`config.mk`:
```
export PLATFORM = sky130hd
export DESIGN_NAME = pipe_issue_ctrl_flat
export DESIGN_NICKNAME = d
export VERILOG_FILES = /design/src/rtl/pipe_issue_ctrl_if.sv /design/src/rtl/pipe_issue_ctrl.sv /design/src/flat_wrapper.sv
export SDC_FILE = /design/constraint.sdc
export NUM_CORES = 1
export LEC_CHECK = 0
export CORE_ASPECT_RATIO = 0.7
export CORE_MARGIN = 10
export CORE_UTILIZATION = 51
export DETAILED_ROUTE_END_ITERATION = 8
export HOLD_SLACK_MARGIN = 0.06
export PLACE_DENSITY = 0.85
export REMOVE_ABC_BUFFERS = 1
export SETUP_SLACK_MARGIN = 0.1
export SLEW_MARGIN = 25
export SYNTH_ARGS = -nofsm -noshare
export SYNTH_HDL_FRONTEND = slang
export SYNTH_SLANG_ARGS = --single-unit
```
`constraint.sdc`:
```
create_clock -name clk -period 4.7 [get_ports clk]
set_input_delay 1.175 -clock clk [delete_from_list [all_inputs] [get_ports clk]]
set_output_delay 1.175 -clock clk [all_outputs]
set_load 0.05 [all_outputs]
```
`src/rtl/pipe_issue_ctrl_if.sv`:
```
// pipe_issue_ctrl_if
//   Bundles the host job request, the pipeline issue strobe and the finish
//   handshake seen by pipe_issue_ctrl.
//   master : controller side (drives busy/done/error, pipe_clr/enable, in_valid/in_index)
//   slave  : host + datapath side (drives start/len, stall, finish)
interface pipe_issue_ctrl_if #(
    parameter int CntWidth = 16
);
    logic                start;
    logic [CntWidth-1:0] len;
    logic                busy;
    logic                done;
    logic                error;
    logic                pipe_clr;
    logic                enable;
    logic                stall;
    logic                in_valid;
    logic [CntWidth-1:0] in_index;
    logic                finish;

    modport master (
        input  start, len, stall, finish,
        output busy, done, error, pipe_clr, enable, in_valid, in_index
    );

    modport slave (
        output start, len, stall, finish,
        input  busy, done, error, pipe_clr, enable, in_valid, in_index
    );
endinterface

```
`src/rtl/pipe_issue_ctrl.sv`:
```
// pipe_issue_ctrl
//   Initiator side of the pipeline start/finish handshake. Takes a job of
//   len items from the host, re-arms the finish counter with a one-cycle
//   pipe_clr, pulses enable, issues one in_valid strobe per item while
//   stall is low, then waits for finish (or a timeout) and reports done/error.
// Ports
//   clk, rst       : clock, synchronous active-high reset
//   bus (master)   : start/len in, busy/done/error out, pipe_clr/enable out,
//                    stall in, in_valid/in_index out, finish in
module pipe_issue_ctrl #(
    parameter int CntWidth      = 16,
    parameter int TimeoutCycles = 1024,
    parameter int TmoWidth      = 11
) (
    input  logic              clk,
    input  logic              rst,
    pipe_issue_ctrl_if.master bus
);
    typedef enum logic [2:0] {
        IDLE  = 3'd0,
        CLEAR = 3'd1,
        ISSUE = 3'd2,
        DRAIN = 3'd3,
        DONE  = 3'd4
    } state_t;

    state_t state, state_nx;

    logic [CntWidth-1:0] len_q;
    logic [CntWidth-1:0] idx_q;
    logic [TmoWidth-1:0] tmo_q;

    logic busy_q, done_q, error_q, clr_q, en_q;
    logic busy_d, done_d, error_d, clr_d, en_d;

    logic issue, last_issue, tmo_hit;

    // in_valid is the only output that follows stall combinationally.
    assign issue      = (state == ISSUE) && !bus.stall;
    // Compare against len-1 rather than waiting for idx==len so a job of
    // all-ones length never needs the index to wrap.
    assign last_issue = issue && (idx_q == len_q - CntWidth'(1));
    assign tmo_hit    = (tmo_q == TmoWidth'(TimeoutCycles - 1));

    // State register and datapath counters
    always_ff @(posedge clk) begin
        if (rst) begin
            state   <= IDLE;
            len_q   <= '0;
            idx_q   <= '0;
            tmo_q   <= '0;
            busy_q  <= 1'b0;
            done_q  <= 1'b0;
            error_q <= 1'b0;
            clr_q   <= 1'b0;
            en_q    <= 1'b0;
        end else begin
            state   <= state_nx;
            busy_q  <= busy_d;
            done_q  <= done_d;
            error_q <= error_d;
            clr_q   <= clr_d;
            en_q    <= en_d;

            if (state == IDLE && bus.start && bus.len != '0)
                len_q <= bus.len;

            if (state == CLEAR)
                idx_q <= '0;
            else if (issue)
                idx_q <= idx_q + CntWidth'(1);

            // Zero on DRAIN entry, counting only while draining.
            tmo_q <= (state == DRAIN) ? tmo_q + TmoWidth'(1) : '0;
        end
    end

    // Next-state logic
    always_comb begin
        state_nx = state;
        case (state)
            IDLE:  if (bus.start) state_nx = (bus.len != '0) ? CLEAR : DONE;
            CLEAR: state_nx = ISSUE;
            ISSUE: if (last_issue) state_nx = DRAIN;
            DRAIN: if (bus.finish || tmo_hit) state_nx = DONE;
            DONE:  state_nx = IDLE;
            default: state_nx = IDLE;
        endcase
    end

    // Output logic: values computed from the coming state, loaded into flops
    // so the pulses line up with the state they belong to.
    always_comb begin
        busy_d  = (state_nx != IDLE);
        clr_d   = (state_nx == CLEAR);
        en_d    = (state == CLEAR);
        done_d  = (state_nx == DONE);
        // finish wins over a timeout landing in the same cycle
        error_d = (state == DRAIN) && !bus.finish && tmo_hit;
    end

    assign bus.busy     = busy_q;
    assign bus.done     = done_q;
    assign bus.error    = error_q;
    assign bus.pipe_clr = clr_q;
    assign bus.enable   = en_q;
    assign bus.in_valid = issue;
    assign bus.in_index = idx_q;
endmodule

```
`src/flat_wrapper.sv`:
```
// flat-port wrapper written by rule: the top's interface ports become plain ports
module pipe_issue_ctrl_flat 
#(
    parameter int CntWidth      = 16,
    parameter int TimeoutCycles = 1024,
    parameter int TmoWidth      = 11
)
  (clk, rst, bus_start, bus_len, bus_stall, bus_finish, bus_busy, bus_done, bus_error, bus_pipe_clr, bus_enable, bus_in_valid, bus_in_index);
  pipe_issue_ctrl_if #(.CntWidth(CntWidth)) bus_i ();
  input  logic clk;
  input  logic rst;
  input wire logic [$bits(bus_i.start)-1:0] bus_start;
  input wire logic [$bits(bus_i.len)-1:0] bus_len;
  input wire logic [$bits(bus_i.stall)-1:0] bus_stall;
  input wire logic [$bits(bus_i.finish)-1:0] bus_finish;
  output wire logic [$bits(bus_i.busy)-1:0] bus_busy;
  output wire logic [$bits(bus_i.done)-1:0] bus_done;
  output wire logic [$bits(bus_i.error)-1:0] bus_error;
  output wire logic [$bits(bus_i.pipe_clr)-1:0] bus_pipe_clr;
  output wire logic [$bits(bus_i.enable)-1:0] bus_enable;
  output wire logic [$bits(bus_i.in_valid)-1:0] bus_in_valid;
  output wire logic [$bits(bus_i.in_index)-1:0] bus_in_index;
  assign bus_i.start = bus_start;
  assign bus_i.len = bus_len;
  assign bus_i.stall = bus_stall;
  assign bus_i.finish = bus_finish;
  assign bus_busy = bus_i.busy;
  assign bus_done = bus_i.done;
  assign bus_error = bus_i.error;
  assign bus_pipe_clr = bus_i.pipe_clr;
  assign bus_enable = bus_i.enable;
  assign bus_in_valid = bus_i.in_valid;
  assign bus_in_index = bus_i.in_index;
  pipe_issue_ctrl #(.CntWidth(CntWidth), .TimeoutCycles(TimeoutCycles), .TmoWidth(TmoWidth)) u_core (.clk(clk), .rst(rst), .bus(bus_i));
endmodule
```
==> results.txt <==
----------------------------------------------------
[Outcome]
  Status ... complete, no violations

[STA]
  Final hold violation count ... 0
  Pin slew with the least headroom to its limit ... 955.2 ps
  Total negative setup slack ... 0 ps
  Worst slew slack as a fraction of its limit ... 0.3579
  Max Transition Viols Final ... 0
  Final critical-path share of the clock period ... 0.7558
  Final Skew ... 11.97 ps
  Setup repair after global routing missed its margin ... false
  Min Clock Period, post-route ... 3552 ps
  Max Fclk ... 281.5 MHz
  Setup violators final ... 0
  Hold slack ... 436.7 ps

[Placement]
  Cell Area, Placed ... 3126 um2
  Estimated wirelength of the detail-placed design ... 5012 um
  GPL Wtd Cong ... 0.9113
  Count of input and output buffers ... 42

[Power and ir drop]
  Total power ... 948.5 uW
  Largest vdd supply drop ... 173.6 uV
  Total power divided by cell area ... 292.5 nW/um2
  Leakage power of the design ... 0.001161 uW

[Die]
  Initial core utilization ... 0.5420
  Die W ... 106.6 um
  Die boundary height ... 80.62 um
  Die area ... 8595 um2
  Floorplan row count ... 21
  Core Box Area ... 4940 um2
  Count of pins on the block boundary ... 43

[Logic synthesis]
  Most frequent cells after synthesis ... dfxtp_1 (51), nor2_1 (51), xor2_1 (21), xnor2_1 (20), mux2i_1 (15)
  Post-synthesis share of cell area spent on full adders, half adders and majority gates ... 0.01402
  Synthesized instance count ... 309
  Most frequently used flop master after synthesis ... dfxtp_1
  Area contributors post-synth ... dfxtp_1 (38%), nor2_1 (7.1%), xor2_1 (6.9%), xnor2_1 (6.5%), mux2i_1 (5.6%)
  Multiplexer share of the synthesized area ... 0.05607
  Netlist area before placement ... 2678 um2
  Seq cells post-synth ... 51
  Count of flip-flops with a built-in enable after synthesis ... 0
  Simple-gate share of the synthesized area ... 0.2776
  Biggest area consumer among synthesized cells ... dfxtp_1
  Largest family of logic cells by synthesized area ... simple AND/OR/NAND/NOR gates
  Post-synthesis sequential area ratio ... 0.3813
  Synth Area in Compound Gates ... 0.09299
  Mapped Avg Cell Area ... 8.665 um2
  YS warnings ... 0
  Post-synthesis xor/xnor area fraction ... 0.1341
  Area fraction of the dominant cell type after synthesis ... 0.3813
  Synth async-reset ratio ... 0
  Unique masters post-synth ... 47

[Clock network]
  Clock buffers created by TritonCTS ... 5
  Number of levels in the clock H-tree ... 2
  TritonCTS clock tree ... yes
  Total of hold buffers inserted after clock tree synthesis ... 0
  Buffer cell driving the clock tree root ... clkbuf_8
  Clock Sink Count ... 51
  Clk pin slew, worst setup/hold paths ... 90 ps
  Cells resized by post-CTS repair ... 0
  Latest clock arrival within the worst-skew pair ... 310 ps
  Post-CTS Setup Repair Bufs ... 0
  Max clock buf depth ... 2

[Setup path]
  Worst Setup Start Kind ... input pin
  Maximum net fanout on the critical path ... 2
  Launch point of the worst reg-to-reg path ... u_core.state[2]
  Critical path class ... input pin to primary output
  Required time of the critical path ... 3520 ps
  Depth of the worst register-to-register path ... 6
  Type of destination of the critical path ... primary output
  Arrival time reported for the critical path endpoint ... 2380 ps
  Startpoint of the worst setup timing path ... bus_stall

[Drt]
  Pre-Repair DR Iteration Count ... 4
  Via count ... 2361
  Drt via density ... 5.689
  Final WL ... 6658 um
  Number of nets with antenna violations after detailed routing ... 0
  DRC marker count from the first detailed-route iteration ... 196
  DRC violations left ... 0
  Detailed-route wire length per cell ... 16.04 um

[Min path]
  Worst hold path class ... flop to flop
  Worst hold path startpoint ... u_core.tmo_q[10]
  Number of cells on the worst hold path ... 1

[Final layout]
  Nets@finish ... 369
  Synth-to-Final Area Change ... 21.12%
  Fraction of final layout cells sized beyond drive strength 1 ... 0.05491
  Fin util ... 0.6565
  Filler cells ... 439
  Combined area of the multi-input logic cells ... 1546 um2
  Post-route design area ... 3243 um2
  Register area ... 1021 um2
  Antenna Diode Count ... 0

[Job]
  Maximum capacitance violations ... 0

[GRT]
  Via count of the first global-routing pass ... 2225
  GRT Residual Overflow ... 0
  All-layer global routing usage ... 0.1609
  Number of antenna violations at the first check in global routing ... 0
  Pin count of the biggest net entering global routing ... 27
  Wire length of the first global-routing pass ... 11390 um

----------------------------------------------------
## final cells by class
class	count	share of cell area
multi-input combinational	236	0.4769
inverter	7	0.008102
clock buffer	6	0.02546
tap	69	0.02662
sequential	51	0.3148
timing repair buffer	44	0.1373
clock inverter	2	0.01080
## per-stage QoR
step | std cells | worst slack [ps]
final | 415 | 1148
after global routing | 415 | 1136
after CTS | 415 | 1148
after detailed placement | 407 | 1007
after global placement | 407 | 1150
after floorplan | 294 | 991.4
## kinds of logic (layout without fill, tap and decap cells)
family                   count (synthesis)  count (layout)
AO/OA/AOI/OAI                           37              37
XOR/XNOR                                41              41
adder cells (fa/ha/maj)                  3               3
buffers and inverters                   22              59
flip-flops                              51              51
multiplexers                            15              15
AND/OR/NAND/NOR                        140             140
## metal layers
layer | GRT usage | part of all wire
met3 | 0.03589 | 0.054
met5 | 0 | 0
met2 | 0.2454 | 0.44
met4 | 0.04987 | 0.012
met1 | 0.2200 | 0.50
## worst paths after layout
check | end | slack [ps]
hold / removal | u_core.bus.error | 440
hold reg to reg | u_core.bus.error | 440
setup / recovery | bus_in_valid | 1150
setup reg to reg | u_core.bus.in_index[13] | 2300
## power by group
| part | total, uW | switching [uW] | internal [uW] |
|---|---|---|---|
| combinational | 163 | 87.2 | 75.7 |
| clock | 318 | 146 | 172 |
| sequential | 467 | 21.5 | 446 |
| total | 948 | 255 | 694 |
## registers in the layout, indices dropped and copies added (netlist names)
name                 flops
u_core.bus.pipe_clr      1
u_core.len_q            16
u_core.bus.in_index     16
u_core.tmo_q            11
u_core.state             3
u_core.bus.error         1
u_core.bus.enable        1
u_core.bus.busy          1
u_core.bus.done          1
## layout by cell type (no fill, tap or decap), drive strengths merged, types with 2 or more instances in the layout
cell | Yosys | final
mux2i | 15 | 15
nor2 | 51 | 51
and3 | 6 | 6
clkdlybuf4s50 | 0 | 41
nand3 | 9 | 9
and4 | 3 | 3
ha | 3 | 3
nor4 | 13 | 13
xnor2 | 20 | 20
nor3 | 14 | 14
nand2b | 5 | 5
a31oi | 2 | 2
a21oi | 12 | 12
clkbuf | 8 | 6
nand2 | 14 | 14
nand4 | 8 | 8
o21ai | 7 | 7
xor2 | 21 | 21
inv | 7 | 7
or2 | 2 | 2
buf | 7 | 3
nor4b | 2 | 2
dfxtp | 51 | 51
or3 | 5 | 5
nor2b | 3 | 3
o2111ai | 2 | 2
a41oi | 3 | 3
## worst max-delay path, cell delays in order
cell and delay, ps:
clkdlybuf4s50_1 420, nor4b_2 560, buf_12 220
Power figures use the tool's default switching activity.
